### src/rtl/aes_masking_pkg.sv
// Shared definitions for the masked AES S-box and its randomness source.
//
// Contents:
//   LANE_W / LANE_POLY   width and Galois feedback mask of one generator lane
//   rand_gen_state_e     control states of the randomness generator
//   rnd_field_e          names of the fields packed into the randomness word
//   rnd_width()          total randomness bits needed by an S-box instance
//   rnd_lanes()          number of 32-bit lanes needed to cover rnd_width()
//   field_offset()       LSB position of a field inside the randomness word
//   field_width()        width of a field inside the randomness word
package aes_masking_pkg;

  localparam int unsigned LANE_W = 32;
  // x^32 + x^22 + x^2 + x + 1 in right-shifting Galois form
  localparam logic [LANE_W-1:0] LANE_POLY = 32'h8020_0003;

  typedef enum logic [1:0] {
    ST_IDLE,
    ST_LOAD,
    ST_WARMUP,
    ST_RUN
  } rand_gen_state_e;

  typedef enum logic [2:0] {
    FLD_ZMUL1,
    FLD_ZMUL2,
    FLD_ZMUL3,
    FLD_ZINV1,
    FLD_ZINV2,
    FLD_ZINV3,
    FLD_B
  } rnd_field_e;

  function automatic int unsigned rnd_width(input int unsigned shares,
                                            input int unsigned blind_w);
    return 11 * shares * (shares - 1) + blind_w;
  endfunction

  function automatic int unsigned rnd_lanes(input int unsigned shares,
                                            input int unsigned blind_w);
    return (rnd_width(shares, blind_w) + LANE_W - 1) / LANE_W;
  endfunction

  // Fields are packed LSB-first in the order of rnd_field_e.
  function automatic int unsigned field_offset(input int unsigned shares,
                                               input rnd_field_e fld);
    int unsigned p;
    int unsigned off;
    p = shares * (shares - 1);
    case (fld)
      FLD_ZMUL1: off = 0;
      FLD_ZMUL2: off = 4 * p;
      FLD_ZMUL3: off = 6 * p;
      FLD_ZINV1: off = 8 * p;
      FLD_ZINV2: off = 9 * p;
      FLD_ZINV3: off = 10 * p;
      default:   off = 11 * p;
    endcase
    return off;
  endfunction

  function automatic int unsigned field_width(input int unsigned shares,
                                              input int unsigned blind_w,
                                              input rnd_field_e fld);
    int unsigned p;
    int unsigned w;
    p = shares * (shares - 1);
    case (fld)
      FLD_ZMUL1: w = 4 * p;
      FLD_ZMUL2: w = 2 * p;
      FLD_ZMUL3: w = 2 * p;
      FLD_ZINV1: w = p;
      FLD_ZINV2: w = p;
      FLD_ZINV3: w = p;
      default:   w = blind_w;
    endcase
    return w;
  endfunction

endpackage

### src/rtl/lfsr32_step32.sv
// One generator step for a single 32-bit Galois lane: 32 consecutive
// single-bit right shifts with feedback mask LANE_POLY, fully combinational.
//
// Ports:
//   lane     current lane value
//   stepped  lane value after 32 shifts
module lfsr32_step32
  import aes_masking_pkg::*;
(
  input  logic [LANE_W-1:0] lane,
  output logic [LANE_W-1:0] stepped
);

  always_comb begin
    stepped = lane;
    for (int i = 0; i < 32; i++) begin
      stepped = (stepped >> 1) ^ (LANE_POLY & {LANE_W{stepped[0]}});
    end
  end

endmodule

### src/rtl/aes_sbox_rand_gen.sv
// Fresh-randomness generator for a masked AES S-box. NLANES independent
// 32-bit Galois LFSR lanes are seeded one word at a time, advanced through a
// discarded warm-up, and then stepped on demand; the low RND_W bits of the
// concatenated lanes form the registered randomness output.
//
// Ports:
//   ClkxCI        clock, rising edge
//   RstxBI        synchronous active-low reset
//   SeedxDI       seed word, lane 0 first
//   SeedValidxSI  seed word offered
//   SeedReadyxSO  seed word accepted (LOAD only)
//   ReseedxSI     request a new seed load (honoured in RUN only)
//   EnxSI         consumer step enable in RUN
//   RndValidxSO   RndxDO holds fresh randomness (RUN only)
//   RndxDO        randomness word, zero outside RUN
//   BusyxSO       seed load or warm-up in progress
module aes_sbox_rand_gen
  import aes_masking_pkg::*;
#(
  parameter  int unsigned SHARES  = 2,
  parameter  int unsigned BLIND_W = 4,
  parameter  int unsigned WARMUP  = 16,
  localparam int unsigned RND_W   = rnd_width(SHARES, BLIND_W)
) (
  input  logic             ClkxCI,
  input  logic             RstxBI,
  input  logic [31:0]      SeedxDI,
  input  logic             SeedValidxSI,
  output logic             SeedReadyxSO,
  input  logic             ReseedxSI,
  input  logic             EnxSI,
  output logic             RndValidxSO,
  output logic [RND_W-1:0] RndxDO,
  output logic             BusyxSO
);

  localparam int unsigned NLANES = rnd_lanes(SHARES, BLIND_W);
  localparam int unsigned KCNT_W = $clog2(NLANES + 1);
  // A zero-length warm-up still needs a legal 1-bit counter.
  localparam int unsigned WCNT_W = (WARMUP > 0) ? $clog2(WARMUP + 1) : 1;
  localparam logic [KCNT_W-1:0] K_LAST = KCNT_W'(NLANES - 1);
  localparam logic [WCNT_W-1:0] W_LAST = WCNT_W'((WARMUP > 0) ? WARMUP - 1 : 0);

  rand_gen_state_e   state;
  rand_gen_state_e   state_next;
  logic [KCNT_W-1:0] lane_cnt;
  logic [KCNT_W-1:0] lane_cnt_next;
  logic [WCNT_W-1:0] warm_cnt;
  logic [WCNT_W-1:0] warm_cnt_next;

  logic [LANE_W-1:0] lane      [NLANES];
  logic [LANE_W-1:0] lane_next [NLANES];
  logic [LANE_W-1:0] step_in   [NLANES];
  logic [LANE_W-1:0] step_out  [NLANES];

  logic [LANE_W-1:0] seed_word;
  logic              seed_xfer;
  logic              run_step;
  logic [RND_W-1:0]  rnd_next;

  // An all-zero lane would lock the LFSR, so zero seeds become one.
  assign seed_word = (SeedxDI == '0) ? LANE_W'(1) : SeedxDI;
  assign seed_xfer = (state == ST_LOAD) && SeedValidxSI;
  // Reseed wins over enable: the lanes stay put on the cycle that leaves RUN.
  assign run_step  = (state == ST_RUN) && EnxSI && !ReseedxSI;

  // During LOAD the stepper sees the incoming seed, so a lane is written with
  // the seed already advanced once; together with WARMUP steps the first RUN
  // output is WARMUP+1 steps past the seed.
  always_comb begin
    for (int i = 0; i < NLANES; i++) begin
      step_in[i] = (state == ST_LOAD) ? seed_word : lane[i];
    end
  end

  for (genvar g = 0; g < NLANES; g++) begin : g_lane
    lfsr32_step32 u_step (
      .lane    (step_in[g]),
      .stepped (step_out[g])
    );
  end

  always_comb begin
    for (int i = 0; i < NLANES; i++) begin
      lane_next[i] = lane[i];
      if ((seed_xfer && (lane_cnt == KCNT_W'(i))) || (state == ST_WARMUP) || run_step) begin
        lane_next[i] = step_out[i];
      end
    end
  end

  // Output word is taken from the lane values being written, so it is already
  // current on the edge that enters RUN and tracks every RUN step.
  always_comb begin
    rnd_next = '0;
    if (state_next == ST_RUN) begin
      for (int b = 0; b < RND_W; b++) begin
        rnd_next[b] = lane_next[b / LANE_W][b % LANE_W];
      end
    end
  end

  always_comb begin
    state_next    = state;
    lane_cnt_next = lane_cnt;
    warm_cnt_next = warm_cnt;
    SeedReadyxSO  = 1'b0;
    BusyxSO       = 1'b0;
    RndValidxSO   = 1'b0;
    case (state)
      ST_IDLE: begin
        state_next    = ST_LOAD;
        lane_cnt_next = '0;
      end
      ST_LOAD: begin
        SeedReadyxSO = 1'b1;
        BusyxSO      = 1'b1;
        if (SeedValidxSI) begin
          if (lane_cnt == K_LAST) begin
            lane_cnt_next = '0;
            warm_cnt_next = '0;
            state_next    = (WARMUP == 0) ? ST_RUN : ST_WARMUP;
          end else begin
            lane_cnt_next = lane_cnt + 1'b1;
          end
        end
      end
      ST_WARMUP: begin
        BusyxSO = 1'b1;
        if (warm_cnt == W_LAST) begin
          warm_cnt_next = '0;
          state_next    = ST_RUN;
        end else begin
          warm_cnt_next = warm_cnt + 1'b1;
        end
      end
      ST_RUN: begin
        RndValidxSO = 1'b1;
        if (ReseedxSI) begin
          state_next    = ST_LOAD;
          lane_cnt_next = '0;
        end
      end
      default: begin
        state_next = ST_IDLE;
      end
    endcase
  end

  always_ff @(posedge ClkxCI) begin
    if (!RstxBI) begin
      state    <= ST_IDLE;
      lane_cnt <= '0;
      warm_cnt <= '0;
      RndxDO   <= '0;
      for (int i = 0; i < NLANES; i++) begin
        lane[i] <= '0;
      end
    end else begin
      state    <= state_next;
      lane_cnt <= lane_cnt_next;
      warm_cnt <= warm_cnt_next;
      RndxDO   <= rnd_next;
      for (int i = 0; i < NLANES; i++) begin
        lane[i] <= lane_next[i];
      end
    end
  end

endmodule
### config.mk
export PLATFORM = sky130hd
export DESIGN_NAME = aes_sbox_rand_gen
export DESIGN_NICKNAME = d
export VERILOG_FILES = /design/src/rtl/aes_masking_pkg.sv /design/src/rtl/lfsr32_step32.sv /design/src/rtl/aes_sbox_rand_gen.sv
export SDC_FILE = /design/constraint.sdc
export NUM_CORES = 1
export LEC_CHECK = 0
export ABC_CLOCK_PERIOD_IN_PS = 3100
export BUFFER_PORTS_ARGS = -buffer_cell sky130_fd_sc_hd__buf_2
export CORE_UTILIZATION = 40
export DETAILED_ROUTE_END_ITERATION = 8
export GPL_ROUTABILITY_DRIVEN = 1
export PLACE_DENSITY_LB_ADDON = 0.15
export SLEW_MARGIN = 30
export SYNTH_ARGS = -nofsm -noshare
export SYNTH_HDL_FRONTEND = slang
export SYNTH_SLANG_ARGS = --single-unit
### constraint.sdc
create_clock -name ClkxCI -period 3.1 [get_ports ClkxCI]
set_clock_uncertainty 0.05 [all_clocks]
set_input_delay 0.465 -clock ClkxCI [delete_from_list [all_inputs] [get_ports ClkxCI]]
set_output_delay 0.465 -clock ClkxCI [all_outputs]
set_load 0.03 [all_outputs]
==> results.ini <==
[floorplan]
dieHeight_microns=107
ios=66
num_rows=37
design.die.area_sq_mm=0.0114
start_util_pct=41.9
core_area_sq_mm=0.0105
die_w_microns=107

[synthesis]
synth_fp_nets=479
synthAdderAreaFrac_pct=1.42
synth_edf_count=0
synth-simple-area-share_pct=10.4
synthMuxAreaShare_pct=9.67
ys_types=46
yosys_warnings=0
synth_seq_cells=65
synth_area_sq_mm=0.00440
syn_inst=437
async_flop_share_pct=0
synth_ff_type=dfxtp_1
synth_xor_area_share_pct=37.6
synth_top_family_by_area=XOR/XNOR gates
synth_area_per_cell_sq_um=10.1
ys_seq_area_share_pct=29.6
synth_compound_area_share_pct=7.82

[setup_path]
crit_slowest_cell=xnor3_1
cp-start-kind=register
cp.arrival_ns=3.25
path_cells=inv_2 -> ha_4 -> inv_12 -> buf_12 -> mux2i_4 -> buf_4 -> xnor2_2 -> xnor2_4 -> buf_4 -> xnor2_2 -> xnor2_1 -> xnor3_1 -> mux2i_1 -> nor2_1
crit_start=state[1]$_SDFF_PN0_
endpoint_kind=register
cpPeakStageDelay_ns=0.41
rr_endpoint=RndxDO[19]$_SDFF_PN0_
r2r-start=state[1]$_SDFF_PN0_
crit_cells=14
required_ns=3.27
worstPathMaxFanout=7
cp-endpoint=RndxDO[19]$_SDFF_PN0_
worst-setup-path-type=register to register
crit_family=XOR/XNOR gates
r2r.worst_path.cells=14
crit_buf_inv=5
rrSetupSlack_ns=0.01

[drt]
drc=0
ant_nets=0
vias_per_cell=4.95
vias=3551
drtIter0Drc=163
detail_route.wl_per_cell_microns=17.5
firstDrtPassIters=5
finalWirelength_microns=12500

[global_routing]
grt_max_degree=38
grt_usage_pct=22.9
antenna_found_initial=0
grt_first_pass_wirelength_microns=19200
grt-ovfl-total=0
grt_pass1_vias=3500

[run]
drv_cap=0

[placement]
port_buffers=65
place_ws_ns=-0.150
dpl.hpwl_microns=9450
place_area_sq_mm=0.00539
globalplace.congestion=0.979

[timing]
fin_ws_ns=0.0148
slew_headroom_pct=52.4
setup_viol=0
hold_viol=0
whs_ns=0.347
clock.fmax_ghz=0.324
finalCriticalPeriod_ns=3.09
worst_pin_slew_ns=0.713
rsz0062_at_grt=true
slew_violations=0
post-route-period-util_pct=99.5

[clock_tree]
clk_pin_slew_ns=0.07
root_buffer=clkbuf_8
ctsHtreeMaxLevel=3
cts_tree=done
insertion_delay_ns=0.35
cts_inserted_buffers=9
clockBufferDepth=2
numClockSinks=65

[finish]
antenna_cells=0
final_area_sq_mm=0.00584
nFillCells=942
nets=619
drive_above_1_share_pct=36.0
area_growth_pct=32.8

[min_path]
hold_class=primary input to register

[run_status]
status=finished, final reports clean

## Yosys cell counts, types with 3 or more instances
cell | instances | area (sq um)
xor3_1 | 5 | 119
nand2_1 | 12 | 45.0
ha_1 | 5 | 62.6
nor2_1 | 73 | 274
clkbuf_8 | 3 | 41.3
xnor3_1 | 15 | 338
nand3_1 | 4 | 20.0
xor2_1 | 41 | 359
a211oi_1 | 13 | 97.6
nor2b_1 | 3 | 18.8
nor4_1 | 8 | 50.1
clkbuf_1 | 10 | 37.5
inv_1 | 4 | 15.0
o21ai_0 | 11 | 55.1
mux2i_1 | 31 | 310
a21oi_1 | 14 | 70.1
xnor2_2 | 6 | 97.6
dfxtp_1 | 65 | 1300
xnor3_2 | 3 | 71.3
mux2i_4 | 4 | 90.1
o21ai_1 | 4 | 20.0
xnor2_1 | 73 | 639
## logic make-up after synthesis
family                     after synthesis
and+or+nand+nor                        108
xor gates and xnor gates               144
DFF                                     65
AOI/OAI and AO/OA                       54
muxes                                   37
adders and majority gates                5
buffers and inverters                   24
## repair_timing
action | in CTS | in global routing
pin swaps | 7 | 11
hold buffers | 0 | 0
buffers inserted | 8 | 4
gates resized for setup | 9 | 22
setup endpoints to repair | 5 | 24
## how the worst min path moves through the flow
| stage | slack, ns | to | cells past startpoint | start |
|---|---|---|---|---|
| 6_report | 0.35 | warm_cnt[4]$_SDFFE_PN0P_ | 3 | RstxBI |
| 5_1_grt | 0.34 | warm_cnt[4]$_SDFFE_PN0P_ | 3 | RstxBI |
| 4_1_cts | 0.33 | warm_cnt[4]$_SDFFE_PN0P_ | 3 | RstxBI |
| 3_5_place_dp | 0.40 | warm_cnt[4]$_SDFFE_PN0P_ | 2 | warm_cnt[4]$_SDFFE_PN0P_ |
| 3_3_place_gp | 0.39 | warm_cnt[4]$_SDFFE_PN0P_ | 2 | warm_cnt[4]$_SDFFE_PN0P_ |
| 2_1_floorplan | 0.38 | warm_cnt[4]$_SDFFE_PN0P_ | 2 | warm_cnt[4]$_SDFFE_PN0P_ |
## worst reg2reg max path: cells and delay by family (launching register included)
| family | cells | cell delay, ns |
|---|---|---|
| multiplexers | 2 | 0.41 |
| buffers and inverters | 5 | 0.65 |
| AND/OR/NAND/NOR | 1 | 0.06 |
| flip-flops | 1 | 0.33 |
| adder cells (fa/ha/maj) | 1 | 0.23 |
| XOR/XNOR | 5 | 1.22 |
## registers in the layout, indices dropped and copies added (netlist names)
name      flops
lane         32
RndxDO       26
warm_cnt      5
state         2
## cell usage in the layout, fill, tap and decap left out, drive strengths merged, types with 5 or more instances in the layout
cell type	n
mux2i	36
xnor3	18
nor4	8
buf	147
dfxtp	65
xnor2	79
xor2	42
xor3	5
a21oi	14
inv	6
clkbuf	12
o21ai	15
nand2	13
ha	5
nor2	73
a211oi	13
## metal layers
layer | GRT usage, % | wire (microns) | up-vias | share of wire, %
met5 | 0 | 0 | - | 0
met4 | 7.05 | 206 | 0 | 1.6
met3 | 3.10 | 511 | 17 | 4.1
met2 | 35.4 | 5690 | 94 | 45
met1 | 33.1 | 6120 | 1691 | 49
li1 | - | - | 1749 | -
## through the flow
stage | std cells | TNS, ns | util [%]
finish | 717 | 0 | 55.6
CTS | 713 | -0.188 | 53.9
global placement | 690 | -0.630 | 51.3
floorplan | 437 | 0 | -
detailed placement | 690 | -0.674 | 51.3
global route | 717 | -0.176 | 55.6
## final cells by class
class | instances | area (sq um) | share of cell area, %
clock buffers | 12 | 145 | 2.49
clock inverters | 3 | 17.5 | 0.300
inverters | 6 | 35.0 | 0.600
multi-input cells | 348 | 3200 | 54.8
flip-flops and latches | 65 | 1300 | 22.3
well taps | 136 | 170 | 2.91
repair buffers | 147 | 970 | 16.6
Power is not shown: default switching activity piles up to over one toggle a cycle in this logic, so the estimate is an artifact.
